[src/rtl/ifetch_prefetch_if.sv]
// Fetch front-end bundle: memory request/response channel, redirect, and the
// instruction hand-off to decode. master = fetch unit, slave = memory/decode side.
interface ifetch_prefetch_if #(
  parameter int XLEN = 32
);
  logic            mem_req_valid;
  logic            mem_req_ready;
  logic [XLEN-1:0] mem_req_addr;
  logic            mem_resp_valid;
  logic [31:0]     mem_resp_data;
  logic            redirect_valid;
  logic [XLEN-1:0] redirect_pc;
  logic            inst_valid;
  logic            inst_ready;
  logic [31:0]     inst_data;
  logic [XLEN-1:0] inst_pc;

  modport master (
    output mem_req_valid, mem_req_addr, inst_valid, inst_data, inst_pc,
    input  mem_req_ready, mem_resp_valid, mem_resp_data,
           redirect_valid, redirect_pc, inst_ready
  );

  modport slave (
    input  mem_req_valid, mem_req_addr, inst_valid, inst_data, inst_pc,
    output mem_req_ready, mem_resp_valid, mem_resp_data,
           redirect_valid, redirect_pc, inst_ready
  );
endinterface

[src/rtl/ifetch_prefetch.sv]
// Instruction prefetcher: issues sequential word fetches with bounded credits,
// buffers in-order responses in a FIFO and drops responses made stale by a redirect.
module ifetch_prefetch #(
  parameter int              XLEN            = 32,
  parameter int              DEPTH           = 4,
  parameter int              MAX_OUTSTANDING = 2,
  parameter logic [XLEN-1:0] RESET_PC        = '0
) (
  input logic              clk,
  input logic              rst,
  ifetch_prefetch_if.master bus
);

  localparam int CW = $clog2(DEPTH + 1);
  localparam int PW = $clog2(DEPTH);
  localparam int SW = CW + 2;
  localparam logic [XLEN-1:0] PC_STEP = XLEN'(4);

  logic [XLEN-1:0] fetch_pc_q, fetch_pc_d;
  logic [XLEN-1:0] head_pc_q, head_pc_d;
  logic [CW-1:0]   count_q, count_d;
  logic [CW-1:0]   outst_q, outst_d;
  logic [CW-1:0]   drop_q, drop_d;
  logic [PW-1:0]   wr_ptr_q, wr_ptr_d;
  logic [PW-1:0]   rd_ptr_q, rd_ptr_d;
  logic [31:0]     fifo_q [DEPTH];

  logic            redirect;
  logic [XLEN-1:0] redirect_pc_aligned;
  logic [SW-1:0]   credits_used;
  logic            req_valid;
  logic            req_fire;
  logic            resp_ok;
  logic            resp_from_drop;
  logic            push;
  logic            pop;

  assign redirect            = bus.redirect_valid;
  assign redirect_pc_aligned = bus.redirect_pc & ~XLEN'(3);

  // Every request holds a FIFO slot from issue until its data is popped,
  // stale requests included, so a kept response can never overflow the FIFO.
  assign credits_used = SW'(count_q) + SW'(outst_q) + SW'(drop_q);
  assign req_valid    = !rst && !redirect
                     && (outst_q < CW'(MAX_OUTSTANDING))
                     && (credits_used < SW'(DEPTH));
  assign req_fire     = req_valid && bus.mem_req_ready;

  assign resp_ok        = bus.mem_resp_valid && ((outst_q != '0) || (drop_q != '0));
  assign resp_from_drop = resp_ok && (drop_q != '0);
  assign push           = resp_ok && !resp_from_drop && !redirect;
  assign pop            = (count_q != '0) && bus.inst_ready && !redirect;

  assign bus.mem_req_valid = req_valid;
  assign bus.mem_req_addr  = fetch_pc_q;
  assign bus.inst_valid    = (count_q != '0);
  assign bus.inst_data     = fifo_q[rd_ptr_q];
  assign bus.inst_pc       = head_pc_q;

  always_comb begin
    fetch_pc_d = fetch_pc_q;
    head_pc_d  = head_pc_q;
    count_d    = count_q;
    outst_d    = outst_q;
    drop_d     = drop_q;
    wr_ptr_d   = wr_ptr_q;
    rd_ptr_d   = rd_ptr_q;

    if (redirect) begin
      // Everything still in flight becomes stale; a response landing now
      // retires one of those, whichever counter it was charged to.
      fetch_pc_d = redirect_pc_aligned;
      head_pc_d  = redirect_pc_aligned;
      count_d    = '0;
      wr_ptr_d   = '0;
      rd_ptr_d   = '0;
      outst_d    = '0;
      drop_d     = drop_q + outst_q - CW'(resp_ok);
    end else begin
      if (req_fire) begin
        fetch_pc_d = fetch_pc_q + PC_STEP;
      end
      outst_d = outst_q + CW'(req_fire) - CW'(resp_ok && !resp_from_drop);
      drop_d  = drop_q - CW'(resp_from_drop);
      if (push) begin
        wr_ptr_d = wr_ptr_q + PW'(1);
      end
      if (pop) begin
        rd_ptr_d  = rd_ptr_q + PW'(1);
        head_pc_d = head_pc_q + PC_STEP;
      end
      count_d = count_q + CW'(push) - CW'(pop);
    end
  end

  always_ff @(posedge clk or posedge rst) begin
    if (rst) begin
      fetch_pc_q <= RESET_PC;
      head_pc_q  <= RESET_PC;
      count_q    <= '0;
      outst_q    <= '0;
      drop_q     <= '0;
      wr_ptr_q   <= '0;
      rd_ptr_q   <= '0;
    end else begin
      fetch_pc_q <= fetch_pc_d;
      head_pc_q  <= head_pc_d;
      count_q    <= count_d;
      outst_q    <= outst_d;
      drop_q     <= drop_d;
      wr_ptr_q   <= wr_ptr_d;
      rd_ptr_q   <= rd_ptr_d;
    end
  end

  always_ff @(posedge clk or posedge rst) begin
    if (rst) begin
      for (int i = 0; i < DEPTH; i++) begin
        fifo_q[i] <= '0;
      end
    end else if (push) begin
      fifo_q[wr_ptr_q] <= bus.mem_resp_data;
    end
  end

  // A response with nothing in flight is a memory-side protocol violation.
  a_resp_expected: assert property (@(posedge clk) disable iff (rst)
    bus.mem_resp_valid |-> ((outst_q != '0) || (drop_q != '0)));

  a_credit_bound: assert property (@(posedge clk) disable iff (rst)
    (SW'(outst_q) + SW'(drop_q)) <= SW'(DEPTH));

  a_no_overflow: assert property (@(posedge clk) disable iff (rst)
    push |-> ((count_q != CW'(DEPTH)) || pop));

endmodule
[src/flat_wrapper.sv]
// flat-port wrapper written by rule: the top's interface ports become plain ports
module ifetch_prefetch_flat 
#(
  parameter int              XLEN            = 32,
  parameter int              DEPTH           = 4,
  parameter int              MAX_OUTSTANDING = 2,
  parameter logic [XLEN-1:0] RESET_PC        = '0
)
  (clk, rst, bus_mem_req_valid, bus_mem_req_addr, bus_inst_valid, bus_inst_data, bus_inst_pc, bus_mem_req_ready, bus_mem_resp_valid, bus_mem_resp_data, bus_redirect_valid, bus_redirect_pc, bus_inst_ready);
  ifetch_prefetch_if #(.XLEN(XLEN)) bus_i ();
  input logic clk;
  input logic rst;
  output wire logic [$bits(bus_i.mem_req_valid)-1:0] bus_mem_req_valid;
  output wire logic [$bits(bus_i.mem_req_addr)-1:0] bus_mem_req_addr;
  output wire logic [$bits(bus_i.inst_valid)-1:0] bus_inst_valid;
  output wire logic [$bits(bus_i.inst_data)-1:0] bus_inst_data;
  output wire logic [$bits(bus_i.inst_pc)-1:0] bus_inst_pc;
  input wire logic [$bits(bus_i.mem_req_ready)-1:0] bus_mem_req_ready;
  input wire logic [$bits(bus_i.mem_resp_valid)-1:0] bus_mem_resp_valid;
  input wire logic [$bits(bus_i.mem_resp_data)-1:0] bus_mem_resp_data;
  input wire logic [$bits(bus_i.redirect_valid)-1:0] bus_redirect_valid;
  input wire logic [$bits(bus_i.redirect_pc)-1:0] bus_redirect_pc;
  input wire logic [$bits(bus_i.inst_ready)-1:0] bus_inst_ready;
  assign bus_mem_req_valid = bus_i.mem_req_valid;
  assign bus_mem_req_addr = bus_i.mem_req_addr;
  assign bus_inst_valid = bus_i.inst_valid;
  assign bus_inst_data = bus_i.inst_data;
  assign bus_inst_pc = bus_i.inst_pc;
  assign bus_i.mem_req_ready = bus_mem_req_ready;
  assign bus_i.mem_resp_valid = bus_mem_resp_valid;
  assign bus_i.mem_resp_data = bus_mem_resp_data;
  assign bus_i.redirect_valid = bus_redirect_valid;
  assign bus_i.redirect_pc = bus_redirect_pc;
  assign bus_i.inst_ready = bus_inst_ready;
  ifetch_prefetch #(.XLEN(XLEN), .DEPTH(DEPTH), .MAX_OUTSTANDING(MAX_OUTSTANDING), .RESET_PC(RESET_PC)) u_core (.clk(clk), .rst(rst), .bus(bus_i));
endmodule
[config.mk]
export PLATFORM = sky130hd
export DESIGN_NAME = ifetch_prefetch_flat
export DESIGN_NICKNAME = d
export VERILOG_FILES = /design/src/rtl/ifetch_prefetch_if.sv /design/src/rtl/ifetch_prefetch.sv /design/src/flat_wrapper.sv
export SDC_FILE = /design/constraint.sdc
export NUM_CORES = 1
export LEC_CHECK = 0
export CAP_MARGIN = 25
export CORE_MARGIN = 2
export CORE_UTILIZATION = 58
export DETAILED_ROUTE_END_ITERATION = 10
export PLACE_DENSITY_LB_ADDON = 0.15
export SKIP_LAST_GASP = 1
export SYNTH_ARGS = -nofsm -noshare
export SYNTH_HDL_FRONTEND = slang
export SYNTH_SLANG_ARGS = --single-unit
[constraint.sdc]
create_clock -name clk -period 19.5 [get_ports clk]
set_input_delay 2.925 -clock clk [delete_from_list [all_inputs] [get_ports clk]]
set_output_delay 2.925 -clock clk [all_outputs]
set_load 0.05 [all_outputs]
==> results of run 1 <==
-- cell usage after synthesis, drive strengths merged, types with 22 or more instances --
cell     n  share of area
o21ai   34          0.017
nand3   26          0.013
buf     27          0.014
mux2   140           0.16
mux4    32          0.072
nand2   61          0.023
xnor2   22          0.019
dfrtp  201           0.51
xor2    24          0.021
nand4   26          0.016
inv     30          0.011
-- layout make-up --
cell class | count | area [um2]
Multi-Input combinational cell | 522 | 4640
Clock inverter | 12 | 240
Sequential cell | 201 | 5030
Clock buffer | 28 | 634
Fill cell | 1027 | 4130
Inverter | 30 | 120
Tap cell | 220 | 275
Timing Repair Buffer | 165 | 1640
-- metal layers --
metal	share of wire	wire, um	vias to the layer above	global-route usage
li1	-	-	3189	-
met1	0.39	9650	3576	0.369
met2	0.50	12400	326	0.460
met3	0.072	1770	40	0.0480
met4	0.032	778	0	0.0949
met5	0	0	-	0
-- layout by cell type (no fill, tap or decap), types with 22 or more instances in the layout --
cell type and instances:
dfrtp_1 199, clkdlybuf4s50_1 160, mux2_2 140, nand2_1 56
o21ai_0 34, mux4_2 32, inv_1 27, nand4_1 26
nand3_1 26, xor2_1 24, clkbuf_16 23, xnor2_1 22
-- metrics by stage --
| stage | total power, W | cell area, um2 | instances | hold WS [ns] |
|---|---|---|---|---|
| 2_1_floorplan | 0.000786 | 9960 | 794 | 0.470 |
| 3_3_place_gp | 0.000905 | 11700 | 1137 | 0.481 |
| 6_report | 0.00141 | 12600 | 1178 | 0.502 |
| 5_1_grt | 0.00146 | 12600 | 1178 | 0.516 |
| 3_5_place_dp | 0.000918 | 11700 | 1137 | 0.488 |
| 4_1_cts | 0.00141 | 12600 | 1177 | 0.502 |
-- path summary, 6_finish.rpt --
path,from,to,cells past startpoint
worst max register to register,u_core.count_q[0],u_core.outst_q[2],13
worst min-delay path,u_core.fifo_q[54],u_core.fifo_q[54],1
max in group asynchronous,rst,u_core.rd_ptr_q[0],3
min in group asynchronous,rst,u_core.bus.inst_pc[30],2
worst max-delay path,rst,bus_mem_req_valid,5
worst min register to register,u_core.fifo_q[54],u_core.fifo_q[54],1
-- flip-flops by register name (all words and copies together) (netlist names) --
register and flops:
u_core.drop_q 3, u_core.rd_ptr_q 2, u_core.wr_ptr_q 2, u_core.bus.mem_req_addr 30, u_core.bus.inst_pc 30, u_core.outst_q 3, u_core.count_q 3, u_core.fifo_q 128
-- where the power goes --
group	switching, W	leakage [nW]	internal [W]
Combinational	0.000246	2.52	0.000162
Sequential	0.0000486	2.67	0.000457
Clock	0.000169	0.424	0.000322
-- cell families after synthesis --
kind of cell	Yosys count
xor gates and xnor gates	46
other	1
AOI/OAI and AO/OA	77
buffers and inverters	71
DFF	201
muxes	175
adders and majority gates	25
and+or+nand+nor	195
==> results.sh, run 1 <==
export IMPL_place_hpwl_um=16300
export IMPL_dp_slack_ns=11.63
export IMPL_p_leak_nw=5.61
export IMPL_rrSetupSlack_ns=15.73
export IMPL_cts_buffers_inserted=22
export IMPL_antenna_found_initial=0
export IMPL_avgRoutedWirePerCell_um=20.9
export IMPL_synth_seq_cells=201
export IMPL_firstDrtPassIters=7
export IMPL_grt_pass1_vias=7566
export IMPL_drcViolationCount=0
export IMPL_cp_arrival_ns=4.95
export IMPL_clk_latency_ns=0.50
export IMPL_rows=47
export IMPL_core_mm2=0.0167
export IMPL_grt_ovfl_total=0
export IMPL_report_final_setup_viol=0
export IMPL_cp_top_family="buffers and inverters"
export IMPL_initial_core_util=0.596
export IMPL_layout_min_cycle_time_ns=7.88
export IMPL_yosysSeqAreaShare=0.505
export IMPL_path_cells="clkdlybuf4s50_1, nor4_4, nand3_1, nor2_1, clkdlybuf4s50_1"
export IMPL_synth_compound_gate_area_share=0.0492
export IMPL_crit_slowest_cell="clkdlybuf4s50_1"
export IMPL_crit_top_cell="clkdlybuf4s50_1"
export IMPL_layout_nets=1037
export IMPL_viasPerCell=6.05
export IMPL_cap_violations=0
export IMPL_synthMuxAreaShare=0.234
export IMPL_powerDensity_mw_per_mm2=112
export IMPL_fmax_mhz=127
export IMPL_layout_setup_ws_ns=11.62
export IMPL_gp_congestion=0.910
export IMPL_cts_setup_buffers=0
export IMPL_clockRootBuffer="clkbuf_16"
export IMPL_crit_fanout=3
export IMPL_yosys_area_share_xor_xnor=0.0405
export IMPL_status="finished, final reports clean"
export IMPL_hold_viol_final=0
export IMPL_cts_resized=0
export IMPL_worst_pin_slew_ns=1.03
export IMPL_grt_max_degree=138
export IMPL_dieArea_mm2=0.0182
export IMPL_clock_sinks=201
export IMPL_max_slew_margin_rel=0.311
export IMPL_cts_tree="built"
export IMPL_ir_drop_v=0.0000784
export IMPL_fin_util=0.753
export IMPL_hold_class="reg -> reg"
export IMPL_drt_first_iter_violations=469
export IMPL_start_kind="primary input"
export IMPL_final_max_slew_violation_count=0
export IMPL_syn_to_final_growth_pct=26.3
export IMPL_grt_pass1_wl_um=39800
export IMPL_cts_hold_buffers_added=0
export IMPL_clk_pin_slew_ns=0.06
export IMPL_endpoint_kind="output port"
export IMPL_synth_edf_count=0
export IMPL_clock_path_buffers=3
export IMPL_rsz0062_at_grt="no"
export IMPL_drt_total_wl_um=24600
export IMPL_yosys_warnings=0
export IMPL_syn_area_mm2=0.00995
export IMPL_cp_required_ns=16.57
export IMPL_slowest_delay_ns=0.83
export IMPL_drive_gt1_frac=0.246
export IMPL_synth_top_family_by_area="multiplexers"
export IMPL_num_vias=7131
export IMPL_tns_ns=0
export IMPL_drtAntennaViolNets=0
export IMPL_async_flop_share=1.00
export IMPL_synthAdderAreaFrac=0.0344
export IMPL_yosysUniqueCellTypes=54
export IMPL_io_pins=168
export IMPL_yosys_most_used_dff="dfrtp_1"
export IMPL_synth_area_per_cell_um2=12.6
export IMPL_synth_simple_area_share=0.105
export IMPL_grt_use_total=0.276
export IMPL_critical_path_class="in -> out"
export IMPL_die_w_um=135
export IMPL_final_setup_skew_ns=0.00690
export IMPL_synthCells=791
export IMPL_h_tree_depth=1
export IMPL_diodes=0
export IMPL_port_buffers=161
export IMPL_period_share=0.404
export IMPL_dieHeight_um=135
export IMPL_path_buf_inv=2
No activity file was read; power rests on OpenSTA's default activity.
==> run 2, diff against run 1 <==
--- a/config.mk
+++ b/config.mk
@@ -7,7 +7,7 @@
 export LEC_CHECK = 0
 export CAP_MARGIN = 25
 export CORE_MARGIN = 2
-export CORE_UTILIZATION = 58
+export CORE_UTILIZATION = 54
 export DETAILED_ROUTE_END_ITERATION = 10
 export PLACE_DENSITY_LB_ADDON = 0.15
 export SKIP_LAST_GASP = 1
==> constraint.sdc (replaced) <==
create_clock -name clk -period 8.2 [get_ports clk]
set_input_delay 1.23 -clock clk [delete_from_list [all_inputs] [get_ports clk]]
set_output_delay 1.23 -clock clk [all_outputs]
set_load 0.05 [all_outputs]
==> run 2 against run 1 <==
Non-clock buffer count up 1. Critical path type is now reg -> out. Worst hold slack lost 0.0030 ns. Worst setup slack worse by 8.0 ns. Register-to-register slack worse by 11 ns.
==> results.sh, run 2 (synthesis gave the netlist of run 1 again) <==
export IMPL_drtAntennaViolNets=0
export IMPL_cap_violations=0
export IMPL_grt_ovfl_total=0
export IMPL_initial_core_util=0.552
export IMPL_viasPerCell=5.93
export IMPL_syn_to_final_growth_pct=24.7
export IMPL_cts_tree="built"
export IMPL_clk_pin_slew_ns=0.06
export IMPL_crit_fanout=5
export IMPL_grt_use_total=0.254
export IMPL_diodes=0
export IMPL_nFillCells=1291
export IMPL_wl_met3_um=1340
export IMPL_seqCellArea_mm2=0.00503
export IMPL_grt_pass1_wl_um=39700
export IMPL_layout_min_cycle_time_ns=4.56
export IMPL_largest_reg_flops=128
export IMPL_cts_setup_buffers=0
export IMPL_cp_top_family="adder cells"
export IMPL_drive_gt1_frac=0.241
export IMPL_start_kind="flip-flop"
export IMPL_layout_nets=1038
export IMPL_clockRootBuffer="clkbuf_16"
export IMPL_path_buf_inv=1
export IMPL_die_w_um=140
export IMPL_port_buffers=161
export IMPL_slowest_delay_ns=0.83
export IMPL_crit_top_cell="ha_1"
export IMPL_endpoint_kind="output port"
export IMPL_place_hpwl_um=16600
export IMPL_avgRoutedWirePerCell_um=20.5
export IMPL_critical_path_class="reg -> out"
export IMPL_status="finished, final reports clean"
export IMPL_gp_congestion=0.905
export IMPL_timing_hold_ws_ns=0.499
export IMPL_dp_cells=1148
export IMPL_dieArea_mm2=0.0195
export IMPL_max_slew_margin_rel=0.246
export IMPL_cp_required_ns=6.97
export IMPL_cp_arrival_ns=3.33
export IMPL_ir_drop_v=0.000184
export IMPL_tns_ns=0
export IMPL_p_leak_nw=5.53
export IMPL_path_cells="ha_1, fa_1, xor2_1, ha_1, nor4_4, nand3_1, nor2_1, clkdlybuf4s50_1"
export IMPL_final_max_slew_violation_count=0
export IMPL_rows=49
export IMPL_hold_class="reg -> reg"
export IMPL_num_vias=7048
export IMPL_multi_input_area_mm2=0.00463
export IMPL_grt_max_degree=127
export IMPL_cts_buffers_inserted=22
export IMPL_rsz0062_at_grt="no"
export IMPL_final_setup_skew_ns=0.0111
export IMPL_layout_commonest_cell="dfrtp_1"
export IMPL_io_pins=168
export IMPL_grt_pass1_vias=7632
export IMPL_h_tree_depth=1
export IMPL_fmax_mhz=219
export IMPL_clock_sinks=201
export IMPL_stdcell_count=1188
export IMPL_crit_slowest_cell="clkdlybuf4s50_1"
export IMPL_drcViolationCount=0
export IMPL_worst_pin_slew_ns=1.12
export IMPL_core_mm2=0.0180
export IMPL_drt_first_iter_violations=491
export IMPL_dr_wl_met2_um=12400
export IMPL_firstDrtPassIters=6
export IMPL_drt_total_wl_um=24400
export IMPL_report_final_setup_viol=0
export IMPL_powerDensity_mw_per_mm2=251
export IMPL_cts_hold_buffers_added=0
export IMPL_clock_path_buffers=3
export IMPL_top_register="u_core.fifo_q"
export IMPL_dieHeight_um=140
export IMPL_clk_latency_ns=0.51
export IMPL_period_share=0.556
export IMPL_wl_met1_um=9860
export IMPL_cts_resized=0
export IMPL_antenna_found_initial=0
export IMPL_hold_viol_final=0
export IMPL_top_layer_used="met4"
export IMPL_total_power_w=0.00311
export IMPL_final_cell_mix="200 x dfrtp_1, 160 x clkdlybuf4s50_1, 140 x mux2_2"
==> run 2: power by group <==
group	leakage [nW]	switching, W	internal (W)
sequential	2.67	0.000113	0.00109
clock	0.343	0.000399	0.000542
combinational	2.52	0.000586	0.000386
total	5.53	0.00110	0.00202
==> run 2: layout make-up <==
| type | instances | share of cell area |
|---|---|---|
| timing repair buffer | 166 | 0.133 |
| clock inverter | 8 | 0.00434 |
| clock buffer | 32 | 0.0514 |
| sequential | 201 | 0.406 |
| tap | 229 | 0.0231 |
| multi-input combinational | 522 | 0.373 |
| inverter | 30 | 0.00968 |
==> run 2: path summary, 6_finish.rpt <==
kind | startpoint | end | slack [ns] | depth (start not counted)
max reg2reg | u_core.count_q[0] | u_core.outst_q[2] | 4.39 | 13
min reg2reg | u_core.fifo_q[63] | u_core.fifo_q[63] | 0.50 | 1
max in group asynchronous | rst | u_core.fifo_q[104] | 5.29 | 3
min in group asynchronous | rst | u_core.bus.inst_pc[4] | 1.35 | 2
max | u_core.count_q[0] | bus_mem_req_valid | 3.64 | 8
min | u_core.fifo_q[63] | u_core.fifo_q[63] | 0.50 | 1
==> run 2: per-layer routing <==
metal  track usage  vias to the layer above
met2         0.444                      256
met3        0.0348                       46
met4        0.0853                        0
met5             0                        -
li1              -                     3181
met1         0.328                     3565
==> run 2: per-stage QoR <==
stage | setup WS [ns] | cell area, um2 | utilization
after detailed placement | 3.79 | 11700 | 0.650
after global placement | 3.81 | 11700 | 0.650
after global routing | 3.45 | 12400 | 0.688
after CTS | 3.61 | 12400 | 0.688
final | 3.64 | 12400 | 0.688
after floorplan | 1.49 | 9960 | -
==> run 2: worst register-to-register path: stages, from the launching register on <==
cell	delay [ns]
dfrtp_1	0.44
ha_1	0.24
fa_1	0.38
xor2_1	0.16
ha_1	0.31
nor4_4	0.25
and4_1	0.51
nand2_2	0.30
inv_2	0.28
ha_1	0.19
inv_1	0.05
fa_1	0.37
xnor2_1	0.15
nor2_1	0.06
